===== src/rtl/path_ctrl_if.sv =====
// Bundle of the handshake and bus signals around path_ctrl: metric source,
// path unit, traceback consumer and status. The slave view belongs to the
// controller itself; the master view belongs to everything around it.
interface path_ctrl_if #(
   parameter int W = 30
);
   logic              in_valid;
   logic              in_ready;
   logic              in_last;
   logic [14*W-1:0]   in_metrics;
   logic [14*W-1:0]   p_metrics;
   logic              p_run;
   logic [3:0]        p_survive;
   logic              p_end;
   logic              out_valid;
   logic              out_ready;
   logic [3:0]        out_survive;
   logic              out_last;
   logic              busy;
   logic              err_timeout;

   modport slave (
      input  in_valid, in_last, in_metrics, p_survive, p_end, out_ready,
      output in_ready, p_metrics, p_run, out_valid, out_survive, out_last,
             busy, err_timeout
   );

   modport master (
      output in_valid, in_last, in_metrics, p_survive, p_end, out_ready,
      input  in_ready, p_metrics, p_run, out_valid, out_survive, out_last,
             busy, err_timeout
   );
endinterface


===== src/rtl/path_ctrl.sv =====
// Step sequencer for the turbo-decoder path unit. Accepts one metric vector
// per trellis step, runs path until it signals path_end (or a timeout),
// stores the survivor, and at frame close streams the survivors back out
// newest first for traceback.
module path_ctrl #(
   parameter int W         = 30,
   parameter int FRAME_LEN = 64,
   parameter int TIMEOUT   = 15
) (
   input  logic        clk,
   input  logic        rst,
   path_ctrl_if.slave  bus
);
   // Pointers carry one extra bit so a full frame count fits.
   localparam int PW = $clog2(FRAME_LEN) + 1;
   localparam int AW = $clog2(FRAME_LEN);
   localparam int CW = $clog2(TIMEOUT + 1);

   typedef enum logic [1:0] {
      IDLE  = 2'd0,
      RUN   = 2'd1,
      CLEAR = 2'd2,
      DRAIN = 2'd3
   } state_t;

   state_t            state_r, state_s;
   logic [PW-1:0]     wr_ptr_r, wr_ptr_s;
   logic [PW-1:0]     rd_ptr_r, rd_ptr_s;
   logic [CW-1:0]     cyc_cnt_r, cyc_cnt_s;
   logic              last_r, last_s;
   logic              accept_s;
   logic              mem_we_s;
   logic [3:0]        mem_wdata_s;
   logic              set_err_s;

   // Survivor store; never reset because only entries written this frame are read.
   logic [3:0]        mem_r [FRAME_LEN];

   logic [14*W-1:0]   p_metrics_r;
   logic              in_ready_r;
   logic              busy_r;
   logic              p_run_r;
   logic              out_valid_r;
   logic              out_last_r;
   logic [3:0]        out_survive_r;
   logic              err_timeout_r;

   // Next-state, pointer and write-enable decode for the step sequencer
   always_comb begin
      state_s     = state_r;
      wr_ptr_s    = wr_ptr_r;
      rd_ptr_s    = rd_ptr_r;
      cyc_cnt_s   = cyc_cnt_r;
      last_s      = last_r;
      accept_s    = 1'b0;
      mem_we_s    = 1'b0;
      mem_wdata_s = 4'h0;
      set_err_s   = 1'b0;
      case (state_r)
         IDLE: begin
            if (bus.in_valid && in_ready_r) begin
               accept_s  = 1'b1;
               last_s    = bus.in_last;
               cyc_cnt_s = '0;
               state_s   = RUN;
            end else begin
               state_s   = IDLE;
            end
         end
         RUN: begin
            cyc_cnt_s = cyc_cnt_r + CW'(1);
            if (bus.p_end) begin
               mem_we_s    = 1'b1;
               mem_wdata_s = bus.p_survive;
               state_s     = CLEAR;
            end else if (cyc_cnt_r == CW'(TIMEOUT)) begin
               // path never finished: record a null survivor and flag it
               mem_we_s    = 1'b1;
               mem_wdata_s = 4'h0;
               set_err_s   = 1'b1;
               state_s     = CLEAR;
            end else begin
               state_s     = RUN;
            end
         end
         CLEAR: begin
            wr_ptr_s = wr_ptr_r + PW'(1);
            // Close on in_last or when the buffer is full; the newest entry is wr_ptr_r.
            if (last_r || ((wr_ptr_r + PW'(1)) == PW'(FRAME_LEN))) begin
               rd_ptr_s = wr_ptr_r;
               state_s  = DRAIN;
            end else begin
               state_s  = IDLE;
            end
         end
         DRAIN: begin
            if (bus.out_ready) begin
               if (rd_ptr_r == '0) begin
                  wr_ptr_s = '0;
                  state_s  = IDLE;
               end else begin
                  rd_ptr_s = rd_ptr_r - PW'(1);
               end
            end else begin
               state_s = DRAIN;
            end
         end
         default: begin
            state_s = IDLE;
         end
      endcase
   end

   // Sequencer state, pointers, step counter, metric holding register and sticky error
   always_ff @(posedge clk or posedge rst) begin
      if (rst) begin
         state_r       <= IDLE;
         wr_ptr_r      <= '0;
         rd_ptr_r      <= '0;
         cyc_cnt_r     <= '0;
         last_r        <= 1'b0;
         p_metrics_r   <= '0;
         err_timeout_r <= 1'b0;
      end else begin
         state_r       <= state_s;
         wr_ptr_r      <= wr_ptr_s;
         rd_ptr_r      <= rd_ptr_s;
         cyc_cnt_r     <= cyc_cnt_s;
         last_r        <= last_s;
         err_timeout_r <= err_timeout_r | set_err_s;
         if (accept_s) begin
            p_metrics_r <= bus.in_metrics;
         end
      end
   end

   // Output registers loaded from the next state so they align with the state register
   always_ff @(posedge clk or posedge rst) begin
      if (rst) begin
         in_ready_r    <= 1'b1;
         busy_r        <= 1'b0;
         p_run_r       <= 1'b0;
         out_valid_r   <= 1'b0;
         out_last_r    <= 1'b0;
         out_survive_r <= 4'h0;
      end else begin
         in_ready_r    <= (state_s == IDLE);
         busy_r        <= (state_s != IDLE);
         p_run_r       <= (state_s == RUN);
         out_valid_r   <= (state_s == DRAIN);
         out_last_r    <= (state_s == DRAIN) && (rd_ptr_s == '0);
         out_survive_r <= (state_s == DRAIN) ? mem_r[rd_ptr_s[AW-1:0]] : 4'h0;
      end
   end

   // Survivor write port, one entry per completed step
   always_ff @(posedge clk) begin
      if (mem_we_s) begin
         mem_r[wr_ptr_r[AW-1:0]] <= mem_wdata_s;
      end
   end

   assign bus.in_ready    = in_ready_r;
   assign bus.busy        = busy_r;
   assign bus.p_run       = p_run_r;
   assign bus.p_metrics   = p_metrics_r;
   assign bus.out_valid   = out_valid_r;
   assign bus.out_last    = out_last_r;
   assign bus.out_survive = out_survive_r;
   assign bus.err_timeout = err_timeout_r;
endmodule


===== src/flat_wrapper.sv =====
// flat-port wrapper written by rule: the top's interface ports become plain ports
module path_ctrl_flat 
#(
   parameter int W         = 30,
   parameter int FRAME_LEN = 64,
   parameter int TIMEOUT   = 15
)
  (clk, rst, bus_in_valid, bus_in_last, bus_in_metrics, bus_p_survive, bus_p_end, bus_out_ready, bus_in_ready, bus_p_metrics, bus_p_run, bus_out_valid, bus_out_survive, bus_out_last, bus_busy, bus_err_timeout);
  path_ctrl_if #(.W(W)) bus_i ();
  input  logic clk;
  input  logic rst;
  input wire logic [$bits(bus_i.in_valid)-1:0] bus_in_valid;
  input wire logic [$bits(bus_i.in_last)-1:0] bus_in_last;
  input wire logic [$bits(bus_i.in_metrics)-1:0] bus_in_metrics;
  input wire logic [$bits(bus_i.p_survive)-1:0] bus_p_survive;
  input wire logic [$bits(bus_i.p_end)-1:0] bus_p_end;
  input wire logic [$bits(bus_i.out_ready)-1:0] bus_out_ready;
  output wire logic [$bits(bus_i.in_ready)-1:0] bus_in_ready;
  output wire logic [$bits(bus_i.p_metrics)-1:0] bus_p_metrics;
  output wire logic [$bits(bus_i.p_run)-1:0] bus_p_run;
  output wire logic [$bits(bus_i.out_valid)-1:0] bus_out_valid;
  output wire logic [$bits(bus_i.out_survive)-1:0] bus_out_survive;
  output wire logic [$bits(bus_i.out_last)-1:0] bus_out_last;
  output wire logic [$bits(bus_i.busy)-1:0] bus_busy;
  output wire logic [$bits(bus_i.err_timeout)-1:0] bus_err_timeout;
  assign bus_i.in_valid = bus_in_valid;
  assign bus_i.in_last = bus_in_last;
  assign bus_i.in_metrics = bus_in_metrics;
  assign bus_i.p_survive = bus_p_survive;
  assign bus_i.p_end = bus_p_end;
  assign bus_i.out_ready = bus_out_ready;
  assign bus_in_ready = bus_i.in_ready;
  assign bus_p_metrics = bus_i.p_metrics;
  assign bus_p_run = bus_i.p_run;
  assign bus_out_valid = bus_i.out_valid;
  assign bus_out_survive = bus_i.out_survive;
  assign bus_out_last = bus_i.out_last;
  assign bus_busy = bus_i.busy;
  assign bus_err_timeout = bus_i.err_timeout;
  path_ctrl #(.W(W), .FRAME_LEN(FRAME_LEN), .TIMEOUT(TIMEOUT)) u_core (.clk(clk), .rst(rst), .bus(bus_i));
endmodule

===== config.mk =====
export PLATFORM = sky130hd
export DESIGN_NAME = path_ctrl_flat
export DESIGN_NICKNAME = d
export VERILOG_FILES = /design/src/rtl/path_ctrl_if.sv /design/src/rtl/path_ctrl.sv /design/src/flat_wrapper.sv
export SDC_FILE = /design/constraint.sdc
export NUM_CORES = 1
export LEC_CHECK = 0
export ABC_CLOCK_PERIOD_IN_PS = 26200
export CORE_AREA = 2 2 331 333
export DETAILED_ROUTE_END_ITERATION = 10
export DIE_AREA = 0 0 333 335
export HOLD_SLACK_MARGIN = 0.12
export PLACE_DENSITY_LB_ADDON = 0.25
export SYNTH_ARGS = -nofsm -noshare
export SYNTH_HDL_FRONTEND = slang
export SYNTH_SLANG_ARGS = --single-unit

===== constraint.sdc =====
create_clock -name clk -period 26.2 [get_ports clk]
set_input_delay 5.24 -clock clk [delete_from_list [all_inputs] [get_ports clk]]
set_output_delay 5.24 -clock clk [all_outputs]
set_load 0.005 [all_outputs]

; Yosys cells after proc, flatten, opt, wreduce, memory -nomap -nowiden
; Memories as Yosys holds them, arrays and structs flattened.
; Index checks and enable logic that the tools add are counted.
[totals]
reg_bits = 451
memories = 1
inputBits = 430
elab_cells = 69
output_inout_bits = 430
mem_bits_rw = 256
[classes]
n_reduce_logical = 13
mux = 28
add_sub_neg = 3
n_eq_ne = 10
bitwise_logic = 1
[memory_table]
columns = memory, depth, width, read_ports, rd_clocked_by_memory_dff, wr, line_no
row1 = u_core.mem_r, 64, 4, 1, 0, 1, path_ctrl.sv:37  ; logic [3:0] mem_r [FRAME_LEN];
[ops]
columns = cell, n
row1 = $mux 7, 5
row2 = $pmux 7 s2, 2
row3 = $mux 4, 4
row4 = $logic_not 7->1, 2
row5 = $mux 1, 10
row6 = $mux 2, 5
row7 = $pmux 2 s4, 1
row8 = $pmux 4 s2, 1
row9 = $add 7x1->7 const B, 1
row10 = $eq 7x7->1 const B, 1
row11 = $sub 7x1->7 const B, 1
row12 = $eq 2x2->1 const B, 3
row13 = $reduce_bool 2->1, 3
row14 = $add 4x1->4 const B, 1
row15 = $eq 2x1->1 const B, 2
row16 = $eq 4x4->1 const B, 1
row17 = $logic_not 2->1, 2
row18 = $ne 2x1->1 const B, 2
row19 = $reduce_and 2->1, 2
row20 = $reduce_and 3->1, 1
row21 = $logic_and 1x1->1, 2
row22 = $ne 2x2->1 const B, 1
row23 = $logic_or 1x1->1, 1
row24 = $or 1x1->1, 1

; Longest topological paths before layout
; Gate-level depths: netlist of run 1.
[logic_depth]
word_depth = 7
mapped_depth = 15
ltp_nobuf = 12

; Least setup slack after synthesis of run 1
; OpenSTA, ideal clock, no wires.
[synth_timing]
path_type = in2reg
startpoint = input bus_out_ready
endpoint = register u_core.out_survive_r[1], in the netlist u_core.bus.out_survive[1]
path_stages = 10
t_required_ps = 26072
setup_slack_ps = 18863
arrival_time_ps = 7210
path_cell_list = nor2_1 a31o_2 a221oi_2 o211ai_2 inv_2 mux2_2 a2111oi_1 nor4_1 o221ai_1 a21oi_1
[synth_between]
elab_chain_cells = 4
[synth_rtl]
columns = item, line_no
row1 = from (decl), flat_wrapper.sv:17  ; input wire logic [$bits(bus_i.out_ready)-1:0] bus_out_ready;
row2 = $mux 7 / $mux 2 (equally long branches), path_ctrl.sv:97  ; if (bus.out_ready) begin
row3 = $pmux 7 s2 / $pmux 2 s4 (equally long branches), path_ctrl.sv:59  ; case (state_r)
row4 = $mem_v2 64x4 / $eq 2x2->1 (equally long branches), -
row5 = $mux 4 (*), path_ctrl.sv:152  ; out_survive_r <= (state_s == DRAIN) ? mem_r[rd_ptr_s[AW-1:0]] : 4'h0;
row6 = to (signal assigned), path_ctrl.sv:152
row7 = to (decl), path_ctrl.sv:45  ; logic [3:0] out_survive_r;
; Every way passes the cells marked *; elsewhere a longest branch is shown, timed or not.
; A chain may end at the register's enable or synchronous reset.

; Final worst setup path of run 1
[layout_timing]
startpoint = input bus_out_ready
endpoint = register u_core.out_survive_r[0], in the netlist u_core.bus.out_survive[0]
; Same word-level chain as after synthesis.

==> run summary, run 1 <==
The overall track demand over capacity in global routing came out at 25.4%. The max-slew violation total from the final report is 0, and the starting density of the core is 26.0%. The finished layout holds 5016 standard cells, fillers aside.

The synthesized instance count was 2703. In this run the power density over the cells is 125 nW/µm². The clock share of power was 24.0%. For the finished layout, the period the worst path requires is 9030 ps. The number of buffers between clock root and the deepest sink was 3; the H-tree depth reported by CTS was 3.

The number of gates resized after CTS was 0. The synthesized design contains 707 register bits. The tools report the share of total power in combinational logic as 40.2%. Each instance of the synthesized netlist takes up on average 10.4 µm². The worst hold path class is reg2reg.

The share of the Yosys chip area taken by registers is 67.6%. For met2 alone, demand over resource in global routing was 34.0%. Worst hold margin: 471 ps. Sorting the synthesized cells by how often they occur yields nand2_1, dfrtp_1, edfxtp_1, clkbuf_1, nor2_1.

The number of antenna violations at the first check in global routing was 54. For this run, the leading register cell type out of synthesis is dfrtp_1. 860 I/O pins were placed. The core region is 108000 µm². In the post-synthesis netlist, the cell with the most instances is nand2_1. The tools report the final weighted congestion in routability-driven placement as 0.946. The area overhead of the layout relative to synthesis was 45.8%. In this run, synthesis inferred 256 flip-flops with an integrated enable. The count of yosys warnings during synthesis came out at 0. The run gives 112000 µm² as the floorplan die area.

The largest total area in the synthesized netlist belongs to dfrtp_1. The routed layout has 23.7k vias. The run gives 2030 µW as the total net switching power.

After clock tree synthesis, the clock-pin slew on the worst setup and hold paths is 60 ps. At the pin with the least slew margin, the transition time is 1120 ps. Dividing the final minimum period by the clock period gives 34.5%.

The routed via count divided by cell count works out to 4.72. The tools report the number of clock sinks as 707. The x dimension of the die works out to 333 µm. The switching share of total power was 39.5%; the arrival time reported for the critical path endpoint was 9630 ps. Global routing finished with a remaining overflow of 0. The detail route stage leaves a number of antenna-violating nets equal to 0. VDD sags by at most 66.6 µV. The average detailed-routed wire length per instance works out to 29.1 µm.

The flow ran to the end, and the final reports show no timing, DRC or antenna violations. In the post-synthesis netlist, the biggest area contributors are dfrtp_1, edfxtp_1, nand2_1, mux2i_1, clkbuf_1. Data on the critical path is required at its endpoint by 26790 ps. For the final database, setup skew stands at 30.5 ps.

Setup violations remaining at the end of the flow were counted as 0. The CTS buffer count is 84. The headroom to the max-slew limit is 25.4%. The critical path launch point type is an input pin. Setup total negative slack on the finished layout was measured at 0 ps. The most used routing layer in global routing is met2. Entering global routing, the biggest net connects 217 pins. The sequential power share is 35.8%, and the area share of the largest cell type after synthesis is 40.1%.

The first-pass iteration count of the detailed router came out at 6. The first global-routing pass estimated 195 mm of wire. The total of buffers placed on input and output ports came out at 859.

The run gives 28100 µm² as the cell area after synthesis. The tools report the utilization after layout as 37.8%. Setup repair after global routing left no endpoint under its margin. The final wirelength is 146 mm, and the synthesized netlist net count is 3136. The layout cell share with drive strength beyond 1 is 5.91%, and the number of core rows is 121.

The endpoint kind of the worst setup timing path is a flop. Classification of the worst setup path: in2reg. The max-cap violation count was 0; the sum of net half-perimeters after detailed placement was 114 mm. Hold repair after CTS inserted 0 buffers. Number of endpoints with negative hold slack in the final report: 0.

Yosys mapped the design onto 77 distinct sky130hd cell types. Internal power comes to 3100 µW. TritonCTS built the clock tree. In the global route stage, met3 resource usage came out at 16.8%. The number of design rule violations left after detail routing was 0. In this run the worst path has a maximum fanout of 61. At the later pin of the worst-skew pair, clock insertion delay measures 680 ps. In this run the clock root is driven by a clkbuf_16. In this run the post-CTS setup repair buffer count came out at 0.

The height of the chip is 335 µm. After the first detailed-routing iteration, the DRC count stood at 2870. In the synthesized netlist the async set-or-reset flop fraction comes to 63.8%. Timing would allow up to 111 MHz. The number of placed instances, taps included was 4849. Power comes to 5130 µW. For this run, global-route usage on met1 was measured as 33.1%. The via count of the first global-routing pass came out at 22.8k. The static leakage is 0.0178 µW, and the net count of the finished layout is 3954.
==> stage by stage <==
| stage | cell area, µm² | setup slack (ps) |
|---|---|---|
| after floorplan | 28100 | 8390 |
| after global placement | 38000 | 16610 |
| after detailed placement | 38000 | 16530 |
| after CTS | 40900 | 17260 |
| after global routing | 40900 | 16960 |
| final | 40900 | 17170 |
==> worst max-delay path: stages <==
cell	delay (ps)
clkdlybuf4s50_1	550
nor2_1	70
a31o_2	220
a221oi_2	400
o211ai_4	110
buf_4	350
inv_4	700
buf_4	690
mux2i_1	160
mux2i_1	180
o22ai_1	130
or4_1	510
a211oi_2	210
==> metal layers <==
metal | routed length [µm] | vias up | part of all wire, %
li1 | - | 10500 | -
met3 | 24300 | 232 | 17
met5 | 448 | - | 0.31
met2 | 57900 | 1246 | 40
met1 | 59300 | 11600 | 41
met4 | 3850 | 70 | 2.6
==> flip-flops by register name, summed over array words and instances, names as in the netlist, 2 cells and up <==
name	cells
u_core.bus.p_metrics	420
u_core.bus.out_survive	4
u_core.rd_ptr_r	7
u_core.cyc_cnt_r	4
u_core.state_r	2
u_core.wr_ptr_r	7
u_core.mem_r	256
==> power by group through the flow <==
stage	Clock [µW]	Combinational (µW)	Sequential, µW
floorplan	0	884	1700
detailed placement	0	2060	1830
global placement	0	2040	1830
global route	1300	2210	1870
finish	1230	2060	1830
CTS	1250	2070	1810
==> worst paths after layout <==
| path | startpoint | end | slack [ps] | cells past startpoint |
|---|---|---|---|---|
| setup reg to reg | u_core.wr_ptr_r[4] | u_core.bus.out_survive[0] | 20930 | 12 |
| hold / removal | u_core.bus.p_metrics[172] | u_core.bus.p_metrics[172] | 470 | 2 |
| hold reg to reg | u_core.bus.p_metrics[172] | u_core.bus.p_metrics[172] | 470 | 2 |
| max in group asynchronous | rst | u_core.bus.p_metrics[227] | 18870 | 4 |
| min in group asynchronous | rst | u_core.bus.out_valid | 5070 | 2 |
| setup / recovery | bus_out_ready | u_core.bus.out_survive[0] | 17170 | 13 |
==> cells by family (layout without fill, tap and decap cells) <==
group,after synthesis,after routing,synth area share [%]
AOI/OAI and AO/OA,128,128,3.59
xor gates and xnor gates,2,2,0.0625
adders and majority gates,3,3,0.134
buffers and inverters,165,1051,2.70
DFF,707,707,67.6
muxes,80,80,3.11
other,0,13,0
and+or+nand+nor,1618,1618,22.8
==> final cells by class <==
| class | count | area [µm²] |
|---|---|---|
| clock buffers | 108 | 2330 |
| inverters | 14 | 65.1 |
| fillers | 10900 | 67200 |
| clock inverters | 46 | 559 |
| well taps | 1414 | 1770 |
| flip-flops and latches | 707 | 19000 |
| multi-input cells | 1831 | 8360 |
| diodes | 13 | 32.5 |
| repair buffers | 883 | 8800 |
==> layout by cell type (no fill, tap or decap), types with 7 or more instances in the layout <==
master	n
nand2_1	1376
o2111ai_1	10
clkbuf_1	10
nor4_1	9
nand3_1	68
dfrtp_1	450
diode_2	13
buf_4	22
nand2b_1	7
nand4_1	12
edfxtp_1	256
o211ai_1	11
mux2i_1	59
o21ai_0	17
clkbuf_8	14
bufinv_16	7
clkdlybuf4s50_1	859
inv_1	9
clkbuf_16	84
a2111oi_0	10
clkinv_2	15
a21oi_1	11
nor2_1	95
mux2_2	16
and3_1	15
Note: power is estimated with default switching activity, not from simulation.
==> inputs of run 2 (changes only) <==
--- a/config.mk
+++ b/config.mk
@@ -5,10 +5,10 @@
 export SDC_FILE = /design/constraint.sdc
 export NUM_CORES = 1
 export LEC_CHECK = 0
-export ABC_CLOCK_PERIOD_IN_PS = 26200
-export CORE_AREA = 2 2 331 333
+export ABC_CLOCK_PERIOD_IN_PS = 9100
+export CORE_AREA = 2 2 332 334
 export DETAILED_ROUTE_END_ITERATION = 10
-export DIE_AREA = 0 0 333 335
+export DIE_AREA = 0 0 334 336
 export HOLD_SLACK_MARGIN = 0.12
 export PLACE_DENSITY_LB_ADDON = 0.25
 export SYNTH_ARGS = -nofsm -noshare
==> constraint.sdc (replaced) <==
create_clock -name clk -period 9.1 [get_ports clk]
set_input_delay 1.82 -clock clk [delete_from_list [all_inputs] [get_ports clk]]
set_output_delay 1.82 -clock clk [all_outputs]
set_load 0.005 [all_outputs]
==> run 2 against run 1 <==
Wire length is 0.37% lower. Sequential power grew to 2.8 times the previous value. Total power increased to 2.9 times the previous value. Clock skew shrank 3.5 ps. First-iteration DRC count is 17% lower. Setup slack got worse by 14000 ps. Cell count is 0.30% higher. Non-clock buffer count decreased by 1. Combinational power rose to 2.9 times the previous value. Largest cell class unchanged. Highest routed layer unchanged.
==> run summary, run 2 (synthesis gave the netlist of run 1 again) <==
The number of buffers between clock root and the deepest sink is 3 (unchanged), and the clock transition time at the flip-flop clock pins of the worst setup and hold paths is 70 ps (about the same). The run gives 0.921 (-2.7%) as the final weighted congestion in routability-driven placement. The largest voltage drop on the vdd net was 196 µV (+190%).

The routed design could run at a clock period as short as 5500 ps. For the number of core rows, the log shows 121 (unchanged). The routed via count divided by cell count was 4.64 (-1.7%). The run gives 25.9% (-0.072 points) as the starting density of the core. The area of the core region was 108000 µm² (+0.28%). Among cell families on the critical path, the largest total delay comes from buffers and inverters. For the overall track demand over capacity in global routing, the log shows 25.2% (-0.27 points). The buffers inserted during post-CTS setup optimization is 0 (unchanged). The worst setup path startpoint was bus_out_ready.

The number of logic stages on the critical path including buffering is 13 (unchanged), and the number of top-level pins is 860 (unchanged). The count of final setup violators is 0 (unchanged). In the layout the commonest cells are nand2_1, clkdlybuf4s50_1, dfrtp_1. Total congestion overflow after global routing: 0 (unchanged). The number of antenna violations at the first check in global routing came out at 95 (+76%). Traced cell by cell, the critical path runs through clkdlybuf4s50_1 > nor2_1 > a31o_2 > a221oi_2 > o211ai_4 > buf_4 > inv_4 > buf_4 > mux2i_1 > mux2i_1 > a22oi_1 > nand4_1 > o31a_1. The peak fanout along the critical path was 67 (+9.8%). The number of design-rule violations left by the first detailed-router iteration is 2370 (-17%). The worst setup path is launched from an input pin.

In the finished design, the share of the clock period the worst path needs comes to 60.5%. The tools report the post-cts resize count as 0 (unchanged). The layout cell share with drive strength beyond 1 works out to 5.93% (+0.023 points).

The final wirelength came out at 145 mm (-0.37%). The x dimension of the die came out at 334 µm (+0.30%). The max-cap violation count came out at 0 (unchanged). The number of buffer and inverter instances along the worst setup path was 4 (unchanged). For the CTS buffer count, the log shows 85 (+1.2%). The tools report the sum of net half-perimeters after detailed placement as 114 mm (about the same). Pre-CTS setup slack: 3000 ps (-13520 ps). For the first-pass iteration count of the detailed router, the log shows 6 (unchanged). The worst setup path is captured at a flop. The path depth of the worst reg2reg path works out to 13 (+1). Classification of the worst setup path: in2reg.

The transition time of the tightest slew-check pin was 1200 ps (+83.1 ps). Setup repair after global routing left no endpoint under its margin. The worst register-to-register path ends at u_core.bus.out_survive[2]. The run gives 37.9% (+0.056 points) as the utilization after layout. The flow ran to the end, and the final reports show no timing, DRC or antenna violations. The height of the chip is 336 µm (+0.30%).

Critical-path cell with the highest stage delay: inv_4. The headroom to the max-slew limit is 19.9% (-5.5 points). The net count of the finished layout came out at 3954 (unchanged).

Arrival time reported for the critical path endpoint: 6080 ps (-3550 ps). For the number of design rule violations left after detail routing, the log shows 0 (unchanged). For the via count of the first global-routing pass, the log shows 22.6k (-0.85%). TritonCTS built the clock tree. The data required time at the worst endpoint was 9680 ps (-17110 ps). Maximum achievable frequency: 182 MHz.

The tools report the sum of negative setup slack as 0 ps (unchanged). The most critical setup path has its endpoint at u_core.bus.out_survive[2]. The logs give 215 (-0.92%) for the maximum number of pins on one net before global-route repair and 27.0 ps (-3.50 ps) for the clock tree skew after final layout. The post-cts hold buffer count is 0 (unchanged).

The clock latency at the later pin of the worst-skew pair is 690 ps (about the same), and the wire length of the first global-routing pass is 192 mm (-1.7%). The H-tree depth reported by CTS came out at 3 (unchanged). The tightest min-delay check is of the reg2reg type. The static leakage is 0.0178 µW (+0.26%), and the setup slack of the most critical reg-to-reg path is 4180 ps (-16750 ps). Leaving out fill and tap cells, the most frequent cell in the layout is nand2_1.

The logs give 112000 µm² (+0.60%) for the floorplan die area and 707 (unchanged) for the number of clock sinks. The max-slew violation total from the final report is 0 (unchanged), and the via total after detailed routing is 23.3k (-1.4%). In this run the critical register-to-register path is launched from u_core.wr_ptr_r[1]. The number of routed nets with antenna violations is 0 (unchanged), and the worst path setup slack after routing is 3600 ps (-13570 ps). The number of flip-flops in the largest register came out at 420 (unchanged).

The clock tree root buffer cell is clkbuf_16. The average detailed-routed wire length per instance came out at 28.9 µm (-0.67%). The total of buffers placed on input and output ports is 859 (unchanged). The cell area power density works out to 361 nW/µm² (+190%). Relative to the synthesized area, the layout overhead comes to 46.4%.

For the number of endpoints with negative hold slack in the final report, the log shows 0 (unchanged). The largest stage delay on the critical path came out at 710 ps (about the same).
run 2: layout make-up:
cell class | count | area [µm²]
fill | 10800 | 67300
sequential | 707 | 19000
timing repair buffer | 882 | 8830
multi-input combinational | 1831 | 8360
clock buffer | 109 | 2330
tap | 1414 | 1770
clock inverter | 49 | 683
antenna | 25 | 62.6
inverter | 14 | 61.3
run 2: worst min-delay path by stage:
stage                         startpoint                   endpoint  slack [ps]  cells after the start
6_report        u_core.bus.p_metrics[72]   u_core.bus.p_metrics[72]         470                      2
3_3_place_gp    u_core.bus.p_metrics[12]   u_core.bus.p_metrics[12]         460                      2
3_5_place_dp    u_core.bus.p_metrics[40]   u_core.bus.p_metrics[40]         460                      2
2_1_floorplan     u_core.bus.err_timeout     u_core.bus.err_timeout         460                      2
5_1_grt        u_core.bus.p_metrics[256]  u_core.bus.p_metrics[256]         480                      2
4_1_cts         u_core.bus.p_metrics[40]   u_core.bus.p_metrics[40]         480                      2
run 2: metal layers:
layer	share of wire [%]	vias to the layer above	GRT usage (%)	wire length [µm]
li1	-	10500	-	-
met2	40	1141	33.6	57700
met5	0.53	-	0	766
met4	4.0	126	9.90	5780
met1	39	11200	31.3	56700
met3	17	316	17.2	24300
run 2: worst reg2reg max path, stage by stage, from the launching register on:
cell      delay [ps]
dfrtp_1          560
ha_1             280
nand2_1          110
a21oi_1          360
o22a_1           500
o211ai_4         130
buf_4            330
inv_4            760
buf_4            640
mux2i_1          320
mux2i_1          100
a22oi_1          280
nand4_1          150
o31a_1           320
run 2: where the power goes:
group,switching (µW),leakage [µW],internal [µW]
sequential,919,0.00799,4280
clock,1500,0.00146,2170
combinational,3320,0.00835,2620
run 2: stage by stage:
| stage | cells | hold WS (ps) | cell area, µm² | power, µW |
|---|---|---|---|---|
| 2_1_floorplan | 2703 | 460 | 28100 | 7430 |
| 3_3_place_gp | 4848 | 457 | 38000 | 11100 |
| 3_5_place_dp | 4848 | 461 | 38000 | 11100 |
| 4_1_cts | 5006 | 475 | 41000 | 14800 |
| 5_1_grt | 5014 | 484 | 41000 | 15500 |
| 6_report | 5031 | 470 | 41100 | 14800 |
==> inputs of run 3 (changes only) <==
--- a/config.mk
+++ b/config.mk
@@ -5,10 +5,10 @@
 export SDC_FILE = /design/constraint.sdc
 export NUM_CORES = 1
 export LEC_CHECK = 0
-export ABC_CLOCK_PERIOD_IN_PS = 9100
-export CORE_AREA = 2 2 332 334
+export ABC_CLOCK_PERIOD_IN_PS = 5000
+export CORE_AREA = 2 2 337 339
 export DETAILED_ROUTE_END_ITERATION = 10
-export DIE_AREA = 0 0 334 336
+export DIE_AREA = 0 0 339 341
 export HOLD_SLACK_MARGIN = 0.12
 export PLACE_DENSITY_LB_ADDON = 0.25
 export SYNTH_ARGS = -nofsm -noshare
==> constraint.sdc (replaced) <==
create_clock -name clk -period 5 [get_ports clk]
set_input_delay 1 -clock clk [delete_from_list [all_inputs] [get_ports clk]]
set_output_delay 1 -clock clk [all_outputs]
set_load 0.005 [all_outputs]
==> run 3 against run 2 <==
Global-route usage down 0.26 points. Critical path type is now reg2reg. Count of clock-buffer cells in the layout grew 6. Setup slack lost 2800 ps. Critical path depth is 2 lower. Largest cell class unchanged. Sequential share of layout area about the same. Total power up 80%. Cell count rose by 1.8%. Critical endpoint is now u_core.bus.out_survive[3]. Combinational power grew 85%. Non-clock buffer count rose by 17.
==> run summary, run 3 (synthesis gave the netlist of run 1 again) <==
The x dimension of the die came out at 339 µm (+1.5%). The library cell used most frequently in the layout, excluding fill and tap cells, is nand2_1. The routed via count divided by cell count is 4.62 (-0.39%), and the CTS buffer count is 85 (unchanged). Clock latency at the later pin of the worst-skew pair: 680 ps (about the same).

The number of top-level pins is 860 (unchanged). For the final wirelength, the log shows 148 mm (+1.9%). The area overhead of the layout relative to synthesis is 46.5% (about the same), and the number of flip-flops in the largest register is 420 (unchanged). The clock transition time at the flip-flop clock pins of the worst setup and hold paths is 60 ps (about the same). The number of routed nets with antenna violations came out at 0 (unchanged). Sum of net half-perimeters after detailed placement: 116 mm (+2.5%). The number of clock sinks is 707 (unchanged), and the average detailed-routed wire length per instance is 28.9 µm (about the same). The total of buffers placed on input and output ports is 859 (unchanged). The data required time at the worst endpoint was 5580 ps (-4100 ps).

The first-pass iteration count of the detailed router was 5 (-1); the total congestion overflow after global routing was 0 (unchanged). The height of the chip came out at 341 µm (+1.5%). The max-cap violation count is 0 (unchanged). The peak fanout along the critical path is 40 (-40%), and the layout cell share with drive strength beyond 1 is 6.13% (+0.20 points). The starting density of the core was 25.1% (-0.81 points). Via total after detailed routing: 23.7k (+1.4%). For the net count of the finished layout, the log shows 3971 (+0.43%).

The wire length of the first global-routing pass came out at 198 mm (+3.3%). Cell area power density: 649 nW/µm² (+80%). The worst setup path is launched from a flop. For the headroom to the max-slew limit, the log shows 23.0% (+3.1 points). The logs give 0 (unchanged) for the post-cts hold buffer count and 0 (unchanged) for the max-slew violation total from the final report. The number of core rows is 123 (+1.7%). The number of endpoints with negative hold slack in the final report came out at 0 (unchanged). Leaving out fill and tap cells, the most frequent cells in the layout are nand2_1, clkdlybuf4s50_1, dfrtp_1. The worst hold path cell count came out at 2 (unchanged). The largest stage delay on the critical path was 540 ps (-170 ps); the final weighted congestion in routability-driven placement was 0.936 (+1.7%). The path depth of the worst reg2reg path is 11 (-2). The critical path goes through and2_0 > a21oi_1 > o22a_1 > o211ai_4 > inv_4 > buf_4 > mux2_2 > o221ai_1 > nor4_1 > a41oi_1 > a221oi_2. Endpoint kind of the worst setup timing path: a flop.

Static leakage: 0.0178 µW (about the same). The tree is rooted in a clkbuf_16. The logs give 112000 µm² (+3.2%) for the area of the core region and 11.1k (+3.2%) for the final-layout fill cell count.

Setup repair after global routing left no endpoint under its margin. The number of design-rule violations left by the first detailed-router iteration was 2718 (+15%). For this design, the slowest cell found on the critical path is dfrtp_1. The sum of negative setup slack was 0 ps (unchanged); the maximum achievable frequency was 240 MHz.

Post-cts resize count: 0 (unchanged). The floorplan die area was 116000 µm² (+3.0%); the largest voltage drop on the vdd net was 380 µV (+94%). Period utilization: 83.3%. The clock tree skew after final layout was 32.3 ps (+5.28 ps); the number of design rule violations left after detail routing was 0 (unchanged). Worst hold path class: reg2reg. The worst setup path is of the reg2reg kind. The transition time of the tightest slew-check pin is 1150 ps (-50.6 ps). Count of final setup violators: 0 (unchanged). The maximum number of pins on one net before global-route repair is 187 (-13%). The run gives 26700 µW (+80%) as the total power of the final layout. The run gives 22.6k (-0.093%) as the via count of the first global-routing pass. The number of antenna violations at the first check in global routing is 78 (-18%). The number of buffers between clock root and the deepest sink came out at 3 (unchanged). The flow ran to the end, and the final reports show no timing, DRC or antenna violations. For the arrival time reported for the critical path endpoint, the log shows 4750 ps (-1330 ps).

The run gives 0 (unchanged) as the buffers inserted during post-CTS setup optimization. TritonCTS built the clock tree. The H-tree depth reported by CTS is 3 (unchanged), and the worst hold margin is 471 ps (+1.25 ps). The overall track demand over capacity in global routing is 24.9% (-0.26 points), and the final critical delay including setup and external delays is 4170 ps.
run 3: changes by cell type in the layout (fill, tap and decap cells not counted), sizes merged:
| cell | before | now |
|---|---|---|
| buf | 23 | 40 |
| diode | 25 | 15 |
| bufinv | 12 | 6 |
| clkbuf | 109 | 115 |
| clkinvlp | 7 | 2 |
| clkinv | 27 | 30 |
| inv | 17 | 18 |
run 3: worst paths after layout:
| check | slack [ps] | end | startpoint |
|---|---|---|---|
| worst max-delay path | 830 | u_core.bus.out_survive[3] | u_core.wr_ptr_r[4] |
| worst min-delay path | 470 | u_core.bus.p_metrics[143] | u_core.bus.p_metrics[143] |
| worst max register to register | 830 | u_core.bus.out_survive[3] | u_core.wr_ptr_r[4] |
| worst min register to register | 470 | u_core.bus.p_metrics[143] | u_core.bus.p_metrics[143] |
| max in group asynchronous | 2920 | u_core.bus.p_metrics[69] | rst |
| min in group asynchronous | 850 | u_core.bus.out_survive[3] | rst |
run 3: cell type report:
cell class                 count  area (µm²)  area share (%)
antenna                       15        37.5          0.0913
clock buffer                 115        2320            5.64
clock inverter                42         447            1.09
inverter                      14        61.3           0.149
multi-input combinational   1831        8360            20.3
sequential                   707       19000            46.2
tap                         1500        1880            4.57
timing repair buffer         899        9020            22.0
run 3: through the flow:
stage          util [%]  std cells  worst slack, ps  area, µm²
3_3_place_gp       34.2       4951              549      38300
4_1_cts            36.7       5108              989      41100
3_5_place_dp       34.2       4951              455      38300
2_1_floorplan         -       2703            -2100      28100
5_1_grt            36.7       5111              537      41100
6_report           36.7       5123              833      41100
run 3: power breakdown:
group | internal (µW) | switching (µW) | total (µW)
combinational | 4860 | 6110 | 11000
clock | 3600 | 2670 | 6270
sequential | 7780 | 1640 | 9430
run 3: critical path, delay by kind of cell, from the launching register on:
family | cells | cell delay (ps)
muxes | 1 | 280
DFF | 1 | 540
buffers and inverters | 2 | 680
AOI/OAI and AO/OA | 6 | 1790
and+or+nand+nor | 2 | 760
run 3: per-layer routing:
metal,routed length [µm],vias up,global-route usage (%)
met5,565,-,0
met4,3550,86,6.25
met3,19300,232,11.3
met2,60800,1186,34.8
met1,63900,11600,34.7
li1,-,10600,-
